## src/rtl/dmem_arbiter_if.sv

```systemverilog
// Bus bundle between the two requesters, the dmem_arbiter and the data memory port.
// The arbiter attaches to the slave modport; requesters and memory drive the master side.
interface dmem_arbiter_if #(
    parameter int AW = 32,
    parameter int DW = 32
);
    // requester 0 (ARM core)
    logic          req0;
    logic          we0;
    logic [AW-1:0] adr0;
    logic [DW-1:0] wd0;
    logic          gnt0;
    logic [DW-1:0] rd0;

    // requester 1 (DMA / debug loader)
    logic          req1;
    logic          we1;
    logic [AW-1:0] adr1;
    logic [DW-1:0] wd1;
    logic          gnt1;
    logic [DW-1:0] rd1;

    // shared dmem port
    logic          MemWrite;
    logic [AW-1:0] DataAdr;
    logic [DW-1:0] WriteData;
    logic [DW-1:0] ReadData;

    logic          busy;

    modport master (
        output req0, we0, adr0, wd0,
        output req1, we1, adr1, wd1,
        output ReadData,
        input  gnt0, rd0, gnt1, rd1,
        input  MemWrite, DataAdr, WriteData, busy
    );

    modport slave (
        input  req0, we0, adr0, wd0,
        input  req1, we1, adr1, wd1,
        input  ReadData,
        output gnt0, rd0, gnt1, rd1,
        output MemWrite, DataAdr, WriteData, busy
    );
endinterface

```

## src/rtl/dmem_arbiter.sv

```systemverilog
// Two-requester arbiter for the single dmem port, registered (Moore) grants with burst limit.
// Define DMEM_ARB_RR_EN for a round-robin IDLE tie-break; otherwise requester 0 wins ties.
module dmem_arbiter #(
    parameter int AW        = 32,
    parameter int DW        = 32,
    parameter int MAX_BURST = 4
) (
    input  logic           clk,
    input  logic           reset,
    dmem_arbiter_if.slave  bus
);
    localparam int            CW         = $clog2(MAX_BURST + 1);
    localparam logic [CW-1:0] BURST_LAST = CW'(MAX_BURST - 1);
    localparam logic [CW-1:0] BURST_MAX  = CW'(MAX_BURST);

    typedef enum logic [1:0] {
        IDLE = 2'd0,
        OWN0 = 2'd1,
        OWN1 = 2'd2
    } state_t;

    state_t        state, state_nxt;
    logic [CW-1:0] cnt, cnt_nxt;
    logic          last, last_nxt;
    logic          tie_pick1;

    logic          mem_write;
    logic [AW-1:0] data_adr;
    logic [DW-1:0] write_data;

`ifdef DMEM_ARB_RR_EN
    assign tie_pick1 = ~last;
`else
    assign tie_pick1 = 1'b0;
`endif

    // NOTE: every variable gets a default before the case so no path leaves it unassigned (no latch).
    always_comb begin
        state_nxt = state;
        cnt_nxt   = cnt;
        last_nxt  = last;

        unique case (state)
            IDLE: begin
                cnt_nxt = '0;
                if (bus.req0 && bus.req1) begin
                    state_nxt = tie_pick1 ? OWN1 : OWN0;
                end else if (bus.req0) begin
                    state_nxt = OWN0;
                end else if (bus.req1) begin
                    state_nxt = OWN1;
                end
            end

            // >= rather than == so an owner whose count saturated while alone still yields
            OWN0: begin
                if (bus.req0) begin
                    if (bus.req1 && cnt >= BURST_LAST) begin
                        state_nxt = OWN1;
                        cnt_nxt   = '0;
                    end else if (cnt != BURST_MAX) begin
                        cnt_nxt = cnt + 1'b1;
                    end
                end else begin
                    cnt_nxt   = '0;
                    state_nxt = bus.req1 ? OWN1 : IDLE;
                end
            end

            OWN1: begin
                if (bus.req1) begin
                    if (bus.req0 && cnt >= BURST_LAST) begin
                        state_nxt = OWN0;
                        cnt_nxt   = '0;
                    end else if (cnt != BURST_MAX) begin
                        cnt_nxt = cnt + 1'b1;
                    end
                end else begin
                    cnt_nxt   = '0;
                    state_nxt = bus.req0 ? OWN0 : IDLE;
                end
            end

            default: begin
                state_nxt = IDLE;
                cnt_nxt   = '0;
            end
        endcase

        if (state_nxt == OWN0 && state != OWN0) begin
            last_nxt = 1'b0;
        end else if (state_nxt == OWN1 && state != OWN1) begin
            last_nxt = 1'b1;
        end
    end

    // NOTE: state registers use non-blocking assignments so all flops sample pre-edge values.
    always_ff @(posedge clk) begin
        if (reset) begin
            state <= IDLE;
            cnt   <= '0;
            last  <= 1'b1;
        end else begin
            state <= state_nxt;
            cnt   <= cnt_nxt;
            last  <= last_nxt;
        end
    end

    // Write is gated by the live request so a dropped request in its last granted cycle writes nothing
    always_comb begin
        mem_write  = 1'b0;
        data_adr   = '0;
        write_data = '0;
        unique case (state)
            OWN0: begin
                mem_write  = bus.we0 & bus.req0;
                data_adr   = bus.adr0;
                write_data = bus.wd0;
            end
            OWN1: begin
                mem_write  = bus.we1 & bus.req1;
                data_adr   = bus.adr1;
                write_data = bus.wd1;
            end
            default: ;
        endcase
    end

    assign bus.gnt0      = (state == OWN0);
    assign bus.gnt1      = (state == OWN1);
    assign bus.busy      = (state != IDLE);
    assign bus.MemWrite  = mem_write;
    assign bus.DataAdr   = data_adr;
    assign bus.WriteData = write_data;
    assign bus.rd0       = bus.ReadData;
    assign bus.rd1       = bus.ReadData;
endmodule
```

## src/flat_wrapper.sv

```systemverilog
// flat-port wrapper written by rule: the top's interface ports become plain ports
module dmem_arbiter_flat 
#(
    parameter int AW        = 32,
    parameter int DW        = 32,
    parameter int MAX_BURST = 4
)
  (clk, reset, bus_req0, bus_we0, bus_adr0, bus_wd0, bus_req1, bus_we1, bus_adr1, bus_wd1, bus_ReadData, bus_gnt0, bus_rd0, bus_gnt1, bus_rd1, bus_MemWrite, bus_DataAdr, bus_WriteData, bus_busy);
  dmem_arbiter_if #(.AW(AW), .DW(DW)) bus_i ();
  input  logic clk;
  input  logic reset;
  input wire logic [$bits(bus_i.req0)-1:0] bus_req0;
  input wire logic [$bits(bus_i.we0)-1:0] bus_we0;
  input wire logic [$bits(bus_i.adr0)-1:0] bus_adr0;
  input wire logic [$bits(bus_i.wd0)-1:0] bus_wd0;
  input wire logic [$bits(bus_i.req1)-1:0] bus_req1;
  input wire logic [$bits(bus_i.we1)-1:0] bus_we1;
  input wire logic [$bits(bus_i.adr1)-1:0] bus_adr1;
  input wire logic [$bits(bus_i.wd1)-1:0] bus_wd1;
  input wire logic [$bits(bus_i.ReadData)-1:0] bus_ReadData;
  output wire logic [$bits(bus_i.gnt0)-1:0] bus_gnt0;
  output wire logic [$bits(bus_i.rd0)-1:0] bus_rd0;
  output wire logic [$bits(bus_i.gnt1)-1:0] bus_gnt1;
  output wire logic [$bits(bus_i.rd1)-1:0] bus_rd1;
  output wire logic [$bits(bus_i.MemWrite)-1:0] bus_MemWrite;
  output wire logic [$bits(bus_i.DataAdr)-1:0] bus_DataAdr;
  output wire logic [$bits(bus_i.WriteData)-1:0] bus_WriteData;
  output wire logic [$bits(bus_i.busy)-1:0] bus_busy;
  assign bus_i.req0 = bus_req0;
  assign bus_i.we0 = bus_we0;
  assign bus_i.adr0 = bus_adr0;
  assign bus_i.wd0 = bus_wd0;
  assign bus_i.req1 = bus_req1;
  assign bus_i.we1 = bus_we1;
  assign bus_i.adr1 = bus_adr1;
  assign bus_i.wd1 = bus_wd1;
  assign bus_i.ReadData = bus_ReadData;
  assign bus_gnt0 = bus_i.gnt0;
  assign bus_rd0 = bus_i.rd0;
  assign bus_gnt1 = bus_i.gnt1;
  assign bus_rd1 = bus_i.rd1;
  assign bus_MemWrite = bus_i.MemWrite;
  assign bus_DataAdr = bus_i.DataAdr;
  assign bus_WriteData = bus_i.WriteData;
  assign bus_busy = bus_i.busy;
  dmem_arbiter #(.AW(AW), .DW(DW), .MAX_BURST(MAX_BURST)) u_core (.clk(clk), .reset(reset), .bus(bus_i));
endmodule
```

## config.mk

```make
export PLATFORM = sky130hd
export DESIGN_NAME = dmem_arbiter_flat
export DESIGN_NICKNAME = d
export VERILOG_FILES = /design/src/rtl/dmem_arbiter_if.sv /design/src/rtl/dmem_arbiter.sv /design/src/flat_wrapper.sv
export SDC_FILE = /design/constraint.sdc
export NUM_CORES = 1
export LEC_CHECK = 0
export CORE_AREA = 2 2 117 119
export CTS_CLUSTER_DIAMETER = 100
export DETAILED_ROUTE_END_ITERATION = 8
export DIE_AREA = 0 0 119 121
export GPL_ROUTABILITY_DRIVEN = 0
export GPL_TIMING_DRIVEN = 0
export PLACE_DENSITY = 0.58
export SLEW_MARGIN = 5
export SYNTH_ARGS = -nofsm -noshare
export SYNTH_HDL_FRONTEND = slang
export SYNTH_SLANG_ARGS = --single-unit
```

## constraint.sdc

```tcl
create_clock -name clk -period 2.2 [get_ports clk]
set_clock_uncertainty 0.15 [all_clocks]
set_input_delay 0.55 -clock clk [delete_from_list [all_inputs] [get_ports clk]]
set_output_delay 0.55 -clock clk [all_outputs]
set_load 0.02 [all_outputs]
```

==> PnR_summary.wiki <==
{| class="wikitable"
! Metric !! Value
|-
| Kind of end point of the critical path || output port
|-
| Die X || 119 um
|-
| Worst min path class || reg2reg
|-
| Worst slack on hold paths || 0.376 ns
|-
| Total power consumption of the routed design || between 4 and 5 mW
|-
| Fraction of final layout cells with drive strength greater than 1 || 0.540
|-
| LEAKAGE || between 2 and 2.5 nW
|-
| Maximum Capacitance Violations || 0
|-
| Pin count of the biggest net entering global routing || 11
|-
| Via total after detailed routing || around 3000
|-
| Number of placement rows || 42
|-
| Capturing instance or port of the critical path || bus_DataAdr[25]
|-
| Final layout net count || 720
|-
| Status || finished, violations left
|-
| Top fanout value on the critical path || 7
|-
| Clock tree root driver cell || sky130_fd_sc_hd__clkbuf_16
|-
| Met3 wirelength from detailed routing || approximately 970 um
|-
| Adder-Cell Fraction of Synth Area || 0.0475
|-
| Share of the core filled with cells in the final layout || 0.461
|-
| Clock tree from TritonCTS || yes
|-
| Number of buffers on the longest clock path || 2
|-
| DIE AREA || between 10000 and 15000 um^2
|-
| First-pass iteration count of the detailed router || 4
|-
| 1st-iter DRT viols || 64
|-
| R2R setup slack || around 0.4 ns
|-
| Routed length per placed instance || approximately 16 um
|-
| Register area share after synthesis || 0.0543
|-
| Starting density of the core || 0.141
|-
| Core region area || approximately 13000 um^2
|-
| Reg2Reg Depth || 6
|-
| Setup violation total in the final timing report || 52
|-
| Dpl hpwl || 8.74 mm
|-
| Number of vias per cell || around 4.2
|-
| Startpoint of the most critical setup path || u_core.state[0]$_SDFFE_PP0P_
|-
| Leading cell type in the layout, fill and taps excluded || sky130_fd_sc_hd__clkdlybuf4s50_1
|-
| DR DRC count || 0
|-
| Power Density || around 690 nW/um^2
|-
| Worst flop-to-flop path startpoint || u_core.cnt[0]$_SDFF_PP0_
|-
| Yosys warning total || 0
|-
| Fraction of synthesized area in multiplexers || 0.00543
|-
| Largest family of logic cells by synthesized area || buffers and inverters
|-
| CP Launch Type || register
|-
| Metal-1 WL || roughly 3.7 mm
|-
| Uppermost layer routed || met4
|-
| Synthesized flop and latch total || 5
|-
| Crit path setup slack, layout || -0.0844 ns
|-
| Layout Area Growth over Synthesis || 227%
|-
| Peak VDD IR || approximately 0.38 mV
|-
| Overflow left after global routing || 0
|-
| Time the final worst path needs with I/O delays and setup || around 2.3 ns
|-
| Crit share post-route || 1.04
|-
| Fmax || roughly 440 MHz
|-
| Capture point of the worst reg-to-reg path || u_core.cnt[2]$_SDFF_PP0_
|-
| Failing checks || negative setup slack
|-
| IO Count || 298
|-
| Most used cells in the layout excluding fill and tap cells || sky130_fd_sc_hd__clkdlybuf4s50_1, sky130_fd_sc_hd__buf_4, sky130_fd_sc_hd__a22oi_2, sky130_fd_sc_hd__buf_6, sky130_fd_sc_hd__nor2b_4
|-
| Number of global-route vias before repair || around 3000
|-
| Share of the synthesized area in compound gates (AO/OA/AOI/OAI) || 0.309
|-
| Post-Synth XOR/XNOR Area || 0.00475
|-
| Number of buffers inserted by port buffering || between 200 and 300
|-
| Synth Cell Area || approximately 1800 um^2
|-
| Height of the chip || around 120 um
|-
| Clock latency reported for the late side of the worst-skew pair || 0.23 ns
|-
| Simple-gate share of the synthesized area || 0.255
|-
| Setup repair after global routing missed its margin || true
|-
| CTS clock-pin slew for the worst setup and hold paths || 0.03 ns
|-
| Antenna viol nets, final || 0
|-
| Post-synthesis cell count || about 260
|-
| Count of cell types in the netlist || 26
|-
| Max Slew Vio Count || 0
|-
| Worst Setup Path Type || reg2out
|-
| Synthesized Nets || roughly 430
|-
| CTS H-tree lvls || 1
|-
| Critical Path AT || about 1.6 ns
|-
| GR Util All Layers || 0.137
|-
| Slew Limit Headroom || 0.797
|-
| # clock sinks || 5
|-
| Worst-margin pin slew || ~0.3 ns
|-
| Number of antenna violations at the first check in global routing || 0
|-
| Worst Path Required || about 1.5 ns
|-
| Count of final hold-check violations || 0
|-
| Wire length on met2 || around 6.6 mm
|-
| First-pass GRT wire length || between 15 and 20 mm
|-
| Wire length after detailed routing || about 11 mm
|-
| Total of hold buffers inserted after clock tree synthesis || 0
|-
| Number of inserted diodes || 0
|-
| Num CTS Buffers || 3
|-
| Synthesized area per cell || just over 7 um^2
|}
cell families after synthesis:
kind of cell             after synthesis
adder cells (fa/ha/maj)                7
flip-flops                             5
AND/OR/NAND/NOR                       78
buffers and inverters                 91
AO/OA/AOI/OAI                         75
multiplexers                           1
XOR/XNOR                               1
routing by layer:
layer,up-vias,track usage
met5,-,0
met4,0,0.0193
met3,7,0.0376
met2,171,0.288
met1,1412,0.132
li1,1417,-
registers in the layout, summed over array words and instances (netlist names):
signal,flops
u_core.cnt,3
u_core.state,2
power by group:
part | switching (mW) | leakage (nW) | total [mW] | internal (mW)
logic | 1.55 | 2.23 | 3.73 | 2.18
clock network | 0.0604 | 0.0382 | 0.301 | 0.240
registers | 0.0238 | 0.0420 | 0.133 | 0.109
total | 1.63 | 2.31 | 4.16 | 2.53
Yosys cell counts, drive strengths merged:
cell	instances	area share
mux2i	1	0.0054
a21boi	2	0.010
xnor2	1	0.0048
inv	6	0.012
or3b	1	0.0061
buf	75	0.29
nand2b	1	0.0034
o21ai	3	0.010
a211oi	1	0.0068
nand2	4	0.0081
a22oi	64	0.26
nor2b	64	0.22
nor2	4	0.0095
a22o	1	0.0048
ha	7	0.048
a21oi	3	0.012
clkbuf	10	0.020
o31ai	1	0.0041
dfxtp	5	0.054
nand3	4	0.011
critical path, stage by stage, from the launching register on:
cell                      delay [ns]
sky130_fd_sc_hd__dfxtp_4        0.38
sky130_fd_sc_hd__inv_6          0.05
sky130_fd_sc_hd__ha_4           0.18
sky130_fd_sc_hd__buf_12         0.15
sky130_fd_sc_hd__buf_12         0.13
sky130_fd_sc_hd__a22oi_2        0.26
sky130_fd_sc_hd__nor2b_4        0.07
sky130_fd_sc_hd__buf_6          0.13
metrics by stage:
stage	std cells	instance area (um^2)	TNS [ns]	setup WS [ns]
finish	722	6030	-1.72	-0.0844
detailed placement	699	4820	-55.92	-1.05
global placement	699	4820	-54.41	-1.03
floorplan	258	1940	0	0.00445
global route	722	6030	-4.70	-0.139
CTS	713	5630	-3.19	-0.0875
worst min-delay path by stage:
stage	from	to	depth (start not counted)
2_1_floorplan	u_core.state[1]$_SDFFE_PP0P_	u_core.state[1]$_SDFFE_PP0P_	2
4_1_cts	u_core.cnt[2]$_SDFF_PP0_	u_core.cnt[1]$_SDFF_PP0_	2
3_5_place_dp	u_core.cnt[2]$_SDFF_PP0_	u_core.cnt[1]$_SDFF_PP0_	2
6_report	u_core.cnt[2]$_SDFF_PP0_	u_core.cnt[1]$_SDFF_PP0_	2
5_1_grt	u_core.cnt[2]$_SDFF_PP0_	u_core.cnt[1]$_SDFF_PP0_	2
3_3_place_gp	u_core.state[1]$_SDFFE_PP0P_	u_core.state[1]$_SDFFE_PP0P_	2
area by class of cell:
type / instances / area, um^2
buffer: 85 / 827
fill: 1270 / 7060
inverter: 6 / 30.0
clock buffer: 4 / 78.8
sequential: 5 / 108
timing repair buffer: 284 / 2940
multi-input combinational: 162 / 1820
tap: 176 / 220
repair_timing:
item | CTS | global route
gates cloned | 7 | 4
setup endpoints to repair | 68 | 67
resized for setup | 481 | 90
buffers inserted | 3 | 5
pin swaps | 12 | 22
(Power assumes the default switching activity.)
